### src/rtl/divu_sequencer_pkg.sv
// Shared constants and FSM state type for the DIVU sequencer and its HI/LO register file.
package divu_sequencer_pkg;

    localparam int DIV_WIDTH = 32;
    localparam int DIV_ITER  = 32;

    // Divider command codes driven on Signal
    localparam logic [5:0] SIG_NONE = 6'd0;
    localparam logic [5:0] DIVU     = 6'd27;
    localparam logic [5:0] OUT      = 6'd63;

    // HI/LO access function codes
    localparam logic [5:0] MFHI = 6'd16;
    localparam logic [5:0] MTHI = 6'd17;
    localparam logic [5:0] MFLO = 6'd18;
    localparam logic [5:0] MTLO = 6'd19;

    typedef enum logic [2:0] {
        S_IDLE,
        S_CLR,
        S_RUN,
        S_FETCH,
        S_LATCH
    } state_t;

endpackage

### src/rtl/divu_sequencer_hilo_regs.sv
// HI/LO storage: divide capture has priority over MTHI/MTLO writes; rd_data is a pure mux.
module divu_sequencer_hilo_regs
    import divu_sequencer_pkg::*;
#(
    parameter int WIDTH = DIV_WIDTH
) (
    input  logic             clk,
    input  logic             rst,
    input  logic             i_cap_en,
    input  logic [WIDTH-1:0] i_cap_hi,
    input  logic [WIDTH-1:0] i_cap_lo,
    input  logic             i_mt_en,
    input  logic [5:0]       i_funct,
    input  logic [WIDTH-1:0] i_wr_data,
    output logic [WIDTH-1:0] o_hi,
    output logic [WIDTH-1:0] o_lo,
    output logic [WIDTH-1:0] o_rd_data
);

    logic [WIDTH-1:0] r_hi;
    logic [WIDTH-1:0] r_lo;

    always_ff @(posedge clk or posedge rst) begin
        if (rst) begin
            r_hi <= '0;
            r_lo <= '0;
        end else if (i_cap_en) begin
            r_hi <= i_cap_hi;
            r_lo <= i_cap_lo;
        end else if (i_mt_en) begin
            if (i_funct == MTHI) r_hi <= i_wr_data;
            if (i_funct == MTLO) r_lo <= i_wr_data;
        end
    end

    always_comb begin
        o_rd_data = '0;
        if (i_funct == MFHI) o_rd_data = r_hi;
        if (i_funct == MFLO) o_rd_data = r_lo;
    end

    assign o_hi = r_hi;
    assign o_lo = r_lo;

endmodule

### src/rtl/divu_sequencer.sv
// Sequences the iterative unsigned divider: clear, ITER DIVU steps, one OUT step, capture into HI/LO.
module divu_sequencer
    import divu_sequencer_pkg::*;
#(
    parameter int WIDTH = DIV_WIDTH,
    parameter int ITER  = DIV_ITER
) (
    input  logic               clk,
    input  logic               reset,
    input  logic               start,
    input  logic [WIDTH-1:0]   opA,
    input  logic [WIDTH-1:0]   opB,
    input  logic [5:0]         funct,
    input  logic [WIDTH-1:0]   wr_data,
    input  logic [2*WIDTH-1:0] div_result,
    output logic               div_reset,
    output logic [5:0]         Signal,
    output logic [WIDTH-1:0]   dataA,
    output logic [WIDTH-1:0]   dataB,
    output logic               busy,
    output logic               done,
    output logic               div_by_zero,
    output logic [WIDTH-1:0]   hi,
    output logic [WIDTH-1:0]   lo,
    output logic [WIDTH-1:0]   rd_data
);

    localparam int             CW       = $clog2(ITER);
    localparam logic [CW-1:0]  CNT_LAST = CW'(ITER - 1);

    state_t           r_state;
    logic [CW-1:0]    r_cnt;
    logic [WIDTH-1:0] r_dataA;
    logic [WIDTH-1:0] r_dataB;
    logic             r_dbz;

    logic             w_accept;
    logic             w_dz;
    logic             w_cap_en;
    logic [WIDTH-1:0] w_cap_hi;
    logic [WIDTH-1:0] w_cap_lo;
    logic             w_mt_en;

    assign w_accept = (r_state == S_IDLE) && start;
    assign w_dz     = w_accept && (opB == '0);

    always_ff @(posedge clk or posedge reset) begin
        if (reset) begin
            r_state <= S_IDLE;
            r_cnt   <= '0;
            r_dataA <= '0;
            r_dataB <= '0;
            r_dbz   <= 1'b0;
        end else begin
            case (r_state)
                S_IDLE: begin
                    if (start) begin
                        // Zero divisor bypasses the divider entirely
                        if (opB == '0) begin
                            r_dbz   <= 1'b1;
                            r_state <= S_LATCH;
                        end else begin
                            r_dataA <= opA;
                            r_dataB <= opB;
                            r_dbz   <= 1'b0;
                            r_state <= S_CLR;
                        end
                    end
                end
                S_CLR: begin
                    r_cnt   <= '0;
                    r_state <= S_RUN;
                end
                S_RUN: begin
                    r_cnt <= r_cnt + 1'b1;
                    if (r_cnt == CNT_LAST) r_state <= S_FETCH;
                end
                S_FETCH: r_state <= S_LATCH;
                S_LATCH: r_state <= S_IDLE;
                default: r_state <= S_IDLE;
            endcase
        end
    end

    always_comb begin
        Signal = SIG_NONE;
        case (r_state)
            S_RUN:   Signal = DIVU;
            S_FETCH: Signal = OUT;
            default: Signal = SIG_NONE;
        endcase
    end

    assign div_reset   = reset || (r_state == S_CLR);
    assign busy        = (r_state != S_IDLE);
    assign done        = (r_state == S_LATCH);
    assign div_by_zero = r_dbz;
    assign dataA       = r_dataA;
    assign dataB       = r_dataB;

    // A divide by zero captures at the accepting edge: remainder = dividend, quotient = all ones
    assign w_cap_en = (r_state == S_FETCH) || w_dz;
    assign w_cap_hi = (r_state == S_FETCH) ? div_result[2*WIDTH-1:WIDTH] : opA;
    assign w_cap_lo = (r_state == S_FETCH) ? div_result[WIDTH-1:0]       : '1;
    assign w_mt_en  = (r_state == S_IDLE) && !start;

    divu_sequencer_hilo_regs #(
        .WIDTH(WIDTH)
    ) u_hilo (
        .clk      (clk),
        .rst      (reset),
        .i_cap_en (w_cap_en),
        .i_cap_hi (w_cap_hi),
        .i_cap_lo (w_cap_lo),
        .i_mt_en  (w_mt_en),
        .i_funct  (funct),
        .i_wr_data(wr_data),
        .o_hi     (hi),
        .o_lo     (lo),
        .o_rd_data(rd_data)
    );

endmodule

### config.mk
export PLATFORM = sky130hd
export DESIGN_NAME = divu_sequencer
export DESIGN_NICKNAME = d
export VERILOG_FILES = /design/src/rtl/divu_sequencer_pkg.sv /design/src/rtl/divu_sequencer_hilo_regs.sv /design/src/rtl/divu_sequencer.sv
export SDC_FILE = /design/constraint.sdc
export NUM_CORES = 1
export LEC_CHECK = 0
export BUFFER_PORTS_ARGS = -buffer_cell sky130_fd_sc_hd__buf_2
export CAP_MARGIN = 20
export CORE_AREA = 2 2 132 134
export CTS_CLUSTER_SIZE = 14
export DETAILED_ROUTE_END_ITERATION = 10
export DIE_AREA = 0 0 134 136
export PLACE_DENSITY_LB_ADDON = 0.05
export REMOVE_ABC_BUFFERS = 1
export SETUP_SLACK_MARGIN = 0.1
export SYNTH_ARGS = -nofsm -noshare
export SYNTH_HDL_FRONTEND = slang
export SYNTH_SLANG_ARGS = --single-unit
### constraint.sdc
create_clock -name clk -period 5.85 [get_ports clk]
set_clock_uncertainty 0.15 [all_clocks]
set_input_delay 0 -clock clk [delete_from_list [all_inputs] [get_ports clk]]
set_output_delay 0 -clock clk [all_outputs]
set_load 0.05 [all_outputs]
==> metrics.md, run 1 <==
| Metric | Value |
|---|---|
| Status | complete, no violations |
| Min Tclk post-route | approximately 3.8 ns |
| Max VDD drop | about 370 uV |
| Cell count of the worst reg-to-reg path | 9 |
| Initial antenna violation count | 1 |
| Port Buffers | around 340 |
| Die Y | 136 um |
| RePlAce Congestion | slightly below 0.8 |
| Netlist cell types | 36 |
| P per Cell Area | between 500 and 600 mW/mm^2 |
| Most common cell after layout, fill and taps aside | buf_2 |
| Worst Setup SP | r_state[1] |
| Power, Total | 6608 uW |
| Clock transition at the registers of the reported paths | 0.06 ns |
| Drt first pass iters | 6 |
| GRT Overall Usage | a little over a quarter |
| Most frequent cells in the layout | 338 x buf_2, 194 x dlygate4sd3_1, 137 x dfrtp_1 |
| Starting Density | between 40% and 50% |
| CP endpoint | u_hilo.o_lo[0] |
| R2R Path Start | r_state[1] |
| Hold/Removal Path Class | in2async |
| Sequential fraction of the synthesis area | 48.69% |
| Worst-Margin Slew | roughly 1 ns |
| Setup bufs post-CTS | 0 |
| Io pins | around 340 |
| Overflow after GRT | 0 |
| Critical path endpoint category | flop |
| Mapped Avg Cell Area | roughly 10 um^2 |
| Placement Rows | between 40 and 50 |
| CTS tree | built |
| Fin crit share | 65.47% |
| Mapped Cells | around 680 |
| R2r setup slk | 2.02 ns |
| Gates resized, CTS repair | 0 |
| Post-synth EDFFs | 0 |
| Routed wire length | 24.09 mm |
| Worst EP required | ~6.0 ns |
| Core region area | between 0.015 and 0.02 mm^2 |
| RSZ-0062 raised after global routing | false |
| # DRC | 0 |
| Seq cells post-synth | ~140 |
| Max-slew violation count | 0 |
| Full die area | 0.01822 mm^2 |
| Fin. Hold Viols | 0 |
| Layout area overhead | 61.08% |
| Leakage | 0.005445 uW |
| Fin nets | roughly 1400 |
| WS Path Type | reg2reg |
| Worst-path maximum fanout | 64 |
| Final ANT Viol Nets | 0 |
| MaxCap Viol Count | 0 |
| Layout Utilization | roughly 67% |
| Fmax | around 260 MHz |
| Number of global-route vias before repair | 7312 |
| Layout cell share with drive strength beyond 1 | 40.28% |
| Die span in x | ~130 um |
| Post-DP HPWL | roughly 15 mm |
| Clock buffer count from CTS | 17 |
| CTS root buffer | clkbuf_16 |
| Htree depth | 4 |
| Hold-fix buffers, CTS | about 190 |
| Crit start category | flop |
| Largest net degree at the start of global routing | ~100 |
| Synth warn | 0 |
| Ys async rst share | 100.0% |
| Later-pin clock latency in the skew report | 0.42 ns |
| DR vias | approximately 7100 |
| Clk sinks | between 100 and 150 |
| First-pass GRT wire length | 37.71 mm |
| Minimum hold slack | 0.1551 ns |
| Initial drt markers | about 320 |
| WL per Instance | 16.95 um |
| Min setup slack post-route | around 2 ns |
| Vias/cell | approximately 5.0 |
| Primary FF master, synth | dfrtp_1 |
| Post-Place Setup Slack | ~2.6 ns |
| CTS Buffer Depth | 2 |
| CP Data Arrival Time | 3.98 ns |
| Mapped Area | around 0.007 mm^2 |
| Worst relative slew slack | between 30% and 40% |
| Reg-to-Reg End | u_hilo.o_lo[0] |
| Final setup viols | 0 |
-- cell usage after synthesis (3+ instances only) --
master      n  area share [%]
dfrtp_1   137              49
nand2_1   102             5.4
nor2_1    100             5.3
mux2_2     64              10
mux2i_1    63             9.0
and3_1     33             2.9
a31oi_1    32             2.8
clkbuf_1   31             1.7
o31ai_2    30             5.3
o21ai_0    12            0.85
buf_6      10             1.6
buf_2       8            0.57
nor4_1      8            0.71
inv_1       6            0.32
a21oi_1     5            0.36
buf_4       4            0.43
and2_1      3            0.27
buf_1       3            0.16
-- sequential cells by signal, summed over array words and instances (netlist names) --
| register | flops |
|---|---|
| dataA | 32 |
| dataB | 32 |
| div_by_zero | 1 |
| r_cnt | 5 |
| r_state | 3 |
| u_hilo.o_hi | 32 |
| u_hilo.o_lo | 32 |
-- kinds of logic (layout without fill, tap and decap cells) --
family | count (synthesis) | count (layout) | share of synthesized area (%)
AO/OA/AOI/OAI | 85 | 85 | 10.08
adder cells (fa/ha/maj) | 2 | 2 | 0.3554
buffers and inverters | 63 | 579 | 4.780
flip-flops | 137 | 137 | 48.69
multiplexers | 127 | 127 | 19.19
other | 0 | 2 | 0
AND/OR/NAND/NOR | 264 | 264 | 16.90
-- routing by layer --
metal,share of wire [%],wire [um],vias up,global-route usage (%)
met5,0,0,-,0
met2,49,11820,266,44.87
met1,42,10170,3438,32.85
li1,-,-,3377,-
met3,5.5,1327,49,5.518
met4,3.2,775,0,11.41
-- worst max-delay path, cell delays in order, from the launching register on --
cell           delay [ns]
dfrtp_1              0.41
inv_1                0.19
nor2_1               0.33
nand2_2              0.08
buf_4                0.35
inv_2                0.76
buf_4                0.48
a21oi_1              0.07
a221o_1              0.30
dlygate4sd3_1        0.56
-- through the flow --
step | setup TNS (ns) | std cells | cell area [um^2]
after floorplan | -69.45 | 622 | 6730
after global placement | 0 | 1193 | 8775
after detailed placement | 0 | 1193 | 8775
after CTS | 0 | 1419 | 11340
after global routing | 0 | 1420 | 11340
final | 0 | 1421 | 11340
-- power by group --
| part | internal [uW] | switching [uW] |
|---|---|---|
| registers | 1400 | 342 |
| clock network | 727 | 405 |
| logic | 1280 | 2450 |
-- cell type report --
cell class	count	area, um^2
fillers	1401	5535
repair buffers	540	3694
flip-flops and latches	137	3428
multi-input cells	478	3282
clock buffers	26	509.2
well taps	225	281.5
clock inverters	6	110.1
inverters	7	31.28
diodes	2	5.005
-- worst min path at each step --
stage                                  to            from  slack (ns)
after floorplan           u_hilo.o_hi[13]  div_result[45]       -0.03
after global placement    u_hilo.o_hi[14]  div_result[46]        0.05
after detailed placement  u_hilo.o_hi[14]  div_result[46]        0.06
after CTS                        dataA[1]          opA[1]        0.18
after global routing            dataA[14]         opA[14]        0.20
final                           dataB[30]           reset        0.16
No activity file was read; power rests on OpenSTA's default activity.
==> inputs of run 2 (changes only) <==
- ABC_AREA: default -> 1
- CORE_AREA: 2 2 132 134 -> 2 2 131 133
- DIE_AREA: 0 0 134 136 -> 0 0 133 135
- clock period: 5.85 -> 3.7 ns (I/O delays scaled with it)
==> metrics.md, run 2 <==
| Metric | Value |
|---|---|
| Routed wire length | 25.14 mm (+4.4%) |
| Post-DP HPWL | 16.32 mm (+5.5%) |
| Power, Total | 10520 uW (+59%) |
| Port Buffers | 338 (unchanged) |
| CTS tree | built |
| Critical path endpoint category | flop |
| Max-slew violation count | 0 (unchanged) |
| Placed Cells incl. Taps | 1514 (+27%) |
| P per Cell Area | 913.2 mW/mm^2 (+57%) |
| Full die area | 0.01796 mm^2 (-1.5%) |
| Most frequent cell after synthesis | nand2_1 |
| Reg-to-Reg End | u_hilo.o_hi[12] |
| Ys async rst share | 100.0% (unchanged) |
| Leakage | 0.006431 uW (+18%) |
| Later-pin clock latency in the skew report | 0.41 ns (about the same) |
| Die Y | 135 um (-0.74%) |
| Htree depth | 4 (unchanged) |
| Final cell count without fillers | 1740 (+22%) |
| Fin nets | 1677 (+24%) |
| Status | complete, no violations |
| Worst-path maximum fanout | 54 (-16%) |
| Vias/cell | 4.674 (-6.8%) |
| GRT Overall Usage | 28.06% (+1.6 points) |
| Most common cell after layout, fill and taps aside | nand2_1 |
| Largest net degree at the start of global routing | 81 (-18%) |
| Mapped Cells | 1000 (+47%) |
| Drt first pass iters | 5 (-1) |
| Setup bufs post-CTS | 0 (unchanged) |
| Final ANT Viol Nets | 0 (unchanged) |
| Initial drt markers | 384 (+20%) |
| # DRC | 0 (unchanged) |
| Post-synth top area share | 47.40% (-1.3 points) |
| DR vias | 8133 (+14%) |
| Synth warn | 0 (unchanged) |
| Sequential fraction of the synthesis area | 47.40% (-1.3 points) |
| Primary FF master, synth | dfrtp_1 |
| Most frequent cells in the layout | 345 x nand2_1, 338 x buf_2, 193 x dlygate4sd3_1 |
| Synth area leader | dfrtp_1 |
| Overflow after GRT | 0 (unchanged) |
| RePlAce Congestion | 0.8302 (+4.4%) |
| Io pins | 339 (unchanged) |
| R2R Path Start | r_state[0] |
| Fin. Hold Viols | 0 (unchanged) |
| MaxCap Viol Count | 0 (unchanged) |
| Mapped Avg Cell Area | 7.233 um^2 (-30%) |
| Synth top cells by count | 345 x nand2_1, 147 x inv_1, 137 x dfrtp_1, 119 x nor2_1, 68 x o21ai_0 |
| Final setup viols | 0 (unchanged) |
| Placement Rows | 47 (-2.1%) |
| WL per Instance | 14.45 um (-15%) |
| Layout cell share with drive strength beyond 1 | 26.00% (-14 points) |
| Initial antenna violation count | 1 (unchanged) |
| Core region area | 0.01641 mm^2 (-2.8%) |
| Min Tclk post-route | approximately 3.2 ns |
| Clock buffer count from CTS | 17 (unchanged) |
| Worst EP required | 3.86 ns (-2.14 ns) |
| Crit start category | input pin |
| Worst relative slew slack | 37.66% (+2.4 points) |
| Starting Density | 44.09% (+2.4 points) |
| Hold/Removal Path Class | in2async |
| CTS root buffer | clkbuf_16 |
| RSZ-0062 raised after global routing | false |
| Clock transition at the registers of the reported paths | 0.06 ns (about the same) |
| Mapped Area | 0.007233 mm^2 (+2.7%) |
| Fin crit share | 86.47% |
| Synth area leaders | dfrtp_1 47%, nand2_1 18%, inv_1 7.6% |
| Number of global-route vias before repair | 8024 (+9.7%) |
| Fmax | around 310 MHz |
| Seq cells post-synth | 137 (unchanged) |
| CP Data Arrival Time | 3.36 ns (-0.62 ns) |
| Worst-Margin Slew | 0.9329 ns (-0.03891 ns) |
| Post-synth EDFFs | 0 (unchanged) |
| R2r setup slk | 0.52 ns (-1.50 ns) |
| Layout area overhead | 59.26% |
| Netlist cell types | 30 (-17%) |
| # fillers | 1373 (-2.0%) |
| Die span in x | 133 um (-0.75%) |
| Cell count of the worst reg-to-reg path | 10 (+1) |
| CTS Buffer Depth | 2 (unchanged) |
| First-pass GRT wire length | 39.95 mm (+5.9%) |
| Max VDD drop | 539.2 uV (+44%) |
| WS Path Type | in2reg |
| Clk sinks | 137 (unchanged) |
run 2: per-layer routing:
metal  global-route usage, %  up-vias  part of all wire [%]
met5                       0        -                     0
met4                   9.020        0                   2.0
met3                   5.706       37                   5.9
met2                   49.40      289                    50
met1                   34.69     3728                    42
li1                        -     4079                     -
run 2: worst max-delay path by stage:
stage | slack (ns) | start | cells after the start | to
floorplan | -0.49 | reset | 2 | div_reset
global route | 0.30 | r_state[2] | 11 | u_hilo.o_hi[17]
finish | 0.50 | opB[29] | 14 | u_hilo.o_hi[12]
detailed placement | 1.10 | r_state[0] | 9 | u_hilo.o_hi[28]
CTS | 0.56 | r_state[0] | 10 | u_hilo.o_hi[22]
global placement | 1.22 | r_state[0] | 9 | u_hilo.o_hi[22]
run 2: cells by family (layout without fill, tap and decap cells):
| family | Yosys count | after routing | synth area share [%] |
|---|---|---|---|
| simple gates | 491 | 491 | 26.67 |
| buf+inv | 207 | 726 | 12.42 |
| compound gates | 163 | 163 | 13.16 |
| flops | 137 | 137 | 47.40 |
| fa+ha+maj | 2 | 2 | 0.3459 |
| other cells | 0 | 1 | 0 |
run 2: timing repair:
action | in CTS | in global routing
setup endpoints to repair | 0 | 0
endpoints found under the hold margin | 207 | 0
hold buffers | 193 | 0
gates resized for setup | 0 | 0
run 2: layout make-up:
class                      instances  area (um^2)  share of cell area, %
sequential                       137         3428                  29.76
inverter                         151        571.8                  4.964
clock inverter                    14        175.2                  1.521
antenna                            1        2.502                0.02172
multi-input combinational        656         2924                  25.38
tap                              220        275.3                  2.389
timing repair buffer             543         3714                  32.24
clock buffer                      18        429.2                  3.725
run 2: power breakdown:
part / total [uW] / internal (uW) / switching [uW]
logic: 5990 / 1590 / 4400
registers: 2780 / 2250 / 537
clock network: 1750 / 1060 / 686
run 2: per-stage QoR:
step                      setup TNS, ns  worst slack [ns]  utilization, %  hold slack [ns]  area, um^2
final                                 0            0.5005           70.21           0.1210       11520
after detailed placement              0             1.097           54.74          0.04363        8981
after global routing                  0            0.2980           70.20           0.1889       11520
after CTS                             0            0.5554           70.20           0.1423       11520
after floorplan                  -34.72           -0.4874               -         -0.04038        6902
after global placement                0             1.217           54.74          0.04673        8981
run 2: critical path, cell delays in order:
cell and delay, ns:
dlygate4sd3_1 0.54, buf_2 0.13, nor2_1 0.10, nand2_1 0.06
nor2_1 0.15, nand2_1 0.12, nor2_2 0.19, nand2_2 0.21
nand2_4 0.42, buf_4 0.56, nand2_1 0.12, o21ai_1 0.09
dlygate4sd3_1 0.56, nand2_1 0.05
==> inputs of run 3 (changes only) <==
==> constraint.sdc (replaced) <==
create_clock -name clk -period 3.7 [get_ports clk]
set_clock_uncertainty 0.15 [all_clocks]
set_input_delay 0.185 -clock clk [delete_from_list [all_inputs] [get_ports clk]]
set_output_delay 0.185 -clock clk [all_outputs]
set_load 0.05 [all_outputs]
==> metrics.md, run 3 (same netlist as run 2, synthesis figures left out) <==
| Metric | Value |
|---|---|
| Routed wire length | 24.83 mm (-1.2%) |
| GRT Overall Usage | 27.99% (-0.070 points) |
| Final setup viols | 0 (unchanged) |
| Htree depth | 4 (unchanged) |
| Critical path endpoint category | flop |
| RePlAce Congestion | 0.8415 (+1.4%) |
| Core region area | 0.01641 mm^2 (unchanged) |
| CP max stage delay | 0.58 ns (+0.02 ns) |
| Post-placement cell area | 0.008994 mm^2 (+0.14%) |
| CTS Buffer Depth | 2 (unchanged) |
| Hold Startpoint | div_result[55] |
| Max VDD drop | 549.2 uV (+1.9%) |
| Clock buffer count from CTS | 17 (unchanged) |
| Port Buffers | 338 (unchanged) |
| Gates resized, CTS repair | 0 (unchanged) |
| Worst-Margin Slew | 0.9726 ns (+0.03976 ns) |
| CP max-delay cell | dlygate4sd3_1 |
| Min setup slack post-route | 0.5857 ns (+0.08520 ns) |
| Status | complete, no violations |
| Later-pin clock latency in the skew report | 0.41 ns (about the same) |
| # fillers | 1392 (+1.4%) |
| Design area | 0.01129 mm^2 (-2.0%) |
| Vias/cell | 4.678 (about the same) |
| R2r setup slk | 0.75 ns (+0.23 ns) |
| RSZ-0062 raised after global routing | false |
| Worst-path maximum fanout | 51 (-5.6%) |
| Placement Rows | 47 (unchanged) |
| Die Y | 135 um (unchanged) |
| R2R Path Start | r_state[0] |
| Largest net degree at the start of global routing | 63 (-22%) |
| Layout cell share with drive strength beyond 1 | 26.37% (+0.36 points) |
| Starting Density | 44.09% (unchanged) |
| MaxCap Viol Count | 0 (unchanged) |
| Most frequent cells in the layout | 345 x nand2_1, 338 x buf_2, 172 x dlygate4sd3_1 |
| Post-Place Setup Slack | 1.156 ns (+0.05892 ns) |
| Initial drt markers | 464 (+21%) |
| Reg-to-Reg End | u_hilo.o_hi[14] |
| Worst EP required | 3.85 ns (about the same) |
| Clock transition at the registers of the reported paths | 0.06 ns (about the same) |
| Overflow after GRT | 0 (unchanged) |
| Most common cell after layout, fill and taps aside | nand2_1 |
| Layout Utilization | 68.83% (-1.4 points) |
| Fmax | 321.1 MHz (+2.7%) |
| CP cell instances | dlygate4sd3_1 > buf_2 > nor2_1 > nand2_1 > nor2_1 > nand2_1 > nor2_2 > nand2_2 > nand2_4 > buf_12 > nand2_1 > o21ai_0 > dlygate4sd3_1 > nand2_1 |
| Placed Cells incl. Taps | 1514 (unchanged) |
| Full die area | 0.01796 mm^2 (unchanged) |
| Max-slew violation count | 0 (unchanged) |
| Worst relative slew slack | 35.09% (-2.6 points) |
| Crit start category | input pin |
| Antenna Cells | 0 (-1) |
| Hold/Removal Path Class | in2reg |
| Post-DP HPWL | 16.37 mm (+0.26%) |
| Layout area overhead | 56.13% |
| Cell count of the worst reg-to-reg path | 10 (unchanged) |
| WS Path Type | in2reg |
| WL per Instance | 14.45 um (about the same) |
| Most used cell, CP | nand2_1 |
| Min Tclk post-route | 3.114 ns (-0.08520 ns) |
| Final cell count without fillers | 1718 (-1.3%) |
| Worst Setup SP | opB[29] |
| P per Cell Area | 918.2 mW/mm^2 (+0.55%) |
| Clk sinks | 137 (unchanged) |
| Fin nets | 1656 (-1.3%) |
| Number of global-route vias before repair | 7844 (-2.2%) |
| Die span in x | 133 um (unchanged) |
| CTS root buffer | clkbuf_16 |
| CP endpoint | u_hilo.o_hi[14] |
| CTS tree | built |
| Fin crit share | 84.17% (-2.3 points) |
| Initial antenna violation count | 0 (-1) |
| Fin. Hold Viols | 0 (unchanged) |
| CP Data Arrival Time | 3.26 ns (-0.10 ns) |
| Drt first pass iters | 5 (unchanged) |
| First-pass GRT wire length | 39.51 mm (-1.1%) |
| Final ANT Viol Nets | 0 (unchanged) |
| DR vias | 8036 (-1.2%) |
| Leakage | 0.006372 uW (-0.91%) |
| Io pins | 339 (unchanged) |
| # DRC | 0 (unchanged) |
==> run 3: per-stage QoR <==
step           power [uW]  TNS [ns]  hold WS [ns]
2_1_floorplan        6861    -60.43        0.1446
3_5_place_dp         8344         0        0.1490
4_1_cts             10400         0    0.00005423
5_1_grt             11010         0      0.006758
6_report            10370         0       0.01418
3_3_place_gp         8273         0        0.1418
==> run 3: how the worst min path moves through the flow <==
stage / to / slack, ns / cells past startpoint
after floorplan: dataB[0] / 0.14 / 2
after global placement: dataB[26] / 0.14 / 2
after detailed placement: dataB[26] / 0.15 / 2
after CTS: u_hilo.o_hi[23] / 0.00005 / 5
after global routing: r_state[0] / 0.007 / 3
final: u_hilo.o_hi[23] / 0.01 / 5
==> run 3: per-layer routing <==
metal,global-route usage [%],part of all wire (%),wire [um]
met4,9.916,2.1,520
met1,34.75,42,10500
met2,48.27,49,12160
met3,6.194,6.6,1650
met5,0,0,0
==> run 3: layout make-up <==
type	instances	area [um^2]	area share, %
Timing Repair Buffer	522	3516	31.13
Inverter	151	571.8	5.063
Clock buffer	18	429.2	3.800
Tap cell	220	275.3	2.437
Clock inverter	14	148.9	1.318
Sequential cell	137	3428	30.36
Multi-Input combinational cell	656	2924	25.89
==> run 3: worst max-delay path, delay by kind of cell <==
kind	cells	cell delay (ns)
buffers and inverters	4	1.57
AND/OR/NAND/NOR	9	1.37
AO/OA/AOI/OAI	1	0.09
==> run 3: where the power goes <==
part / internal (uW) / switching, uW / total (uW)
clock: 994 / 670 / 1660
sequential: 2250 / 530 / 2780
combinational: 1540 / 4390 / 5930
==> run 3: what timing repair did <==
item,in CTS,in global routing
setup buffers,0,0
hold buffers,172,0
endpoints found under the hold margin,180,0
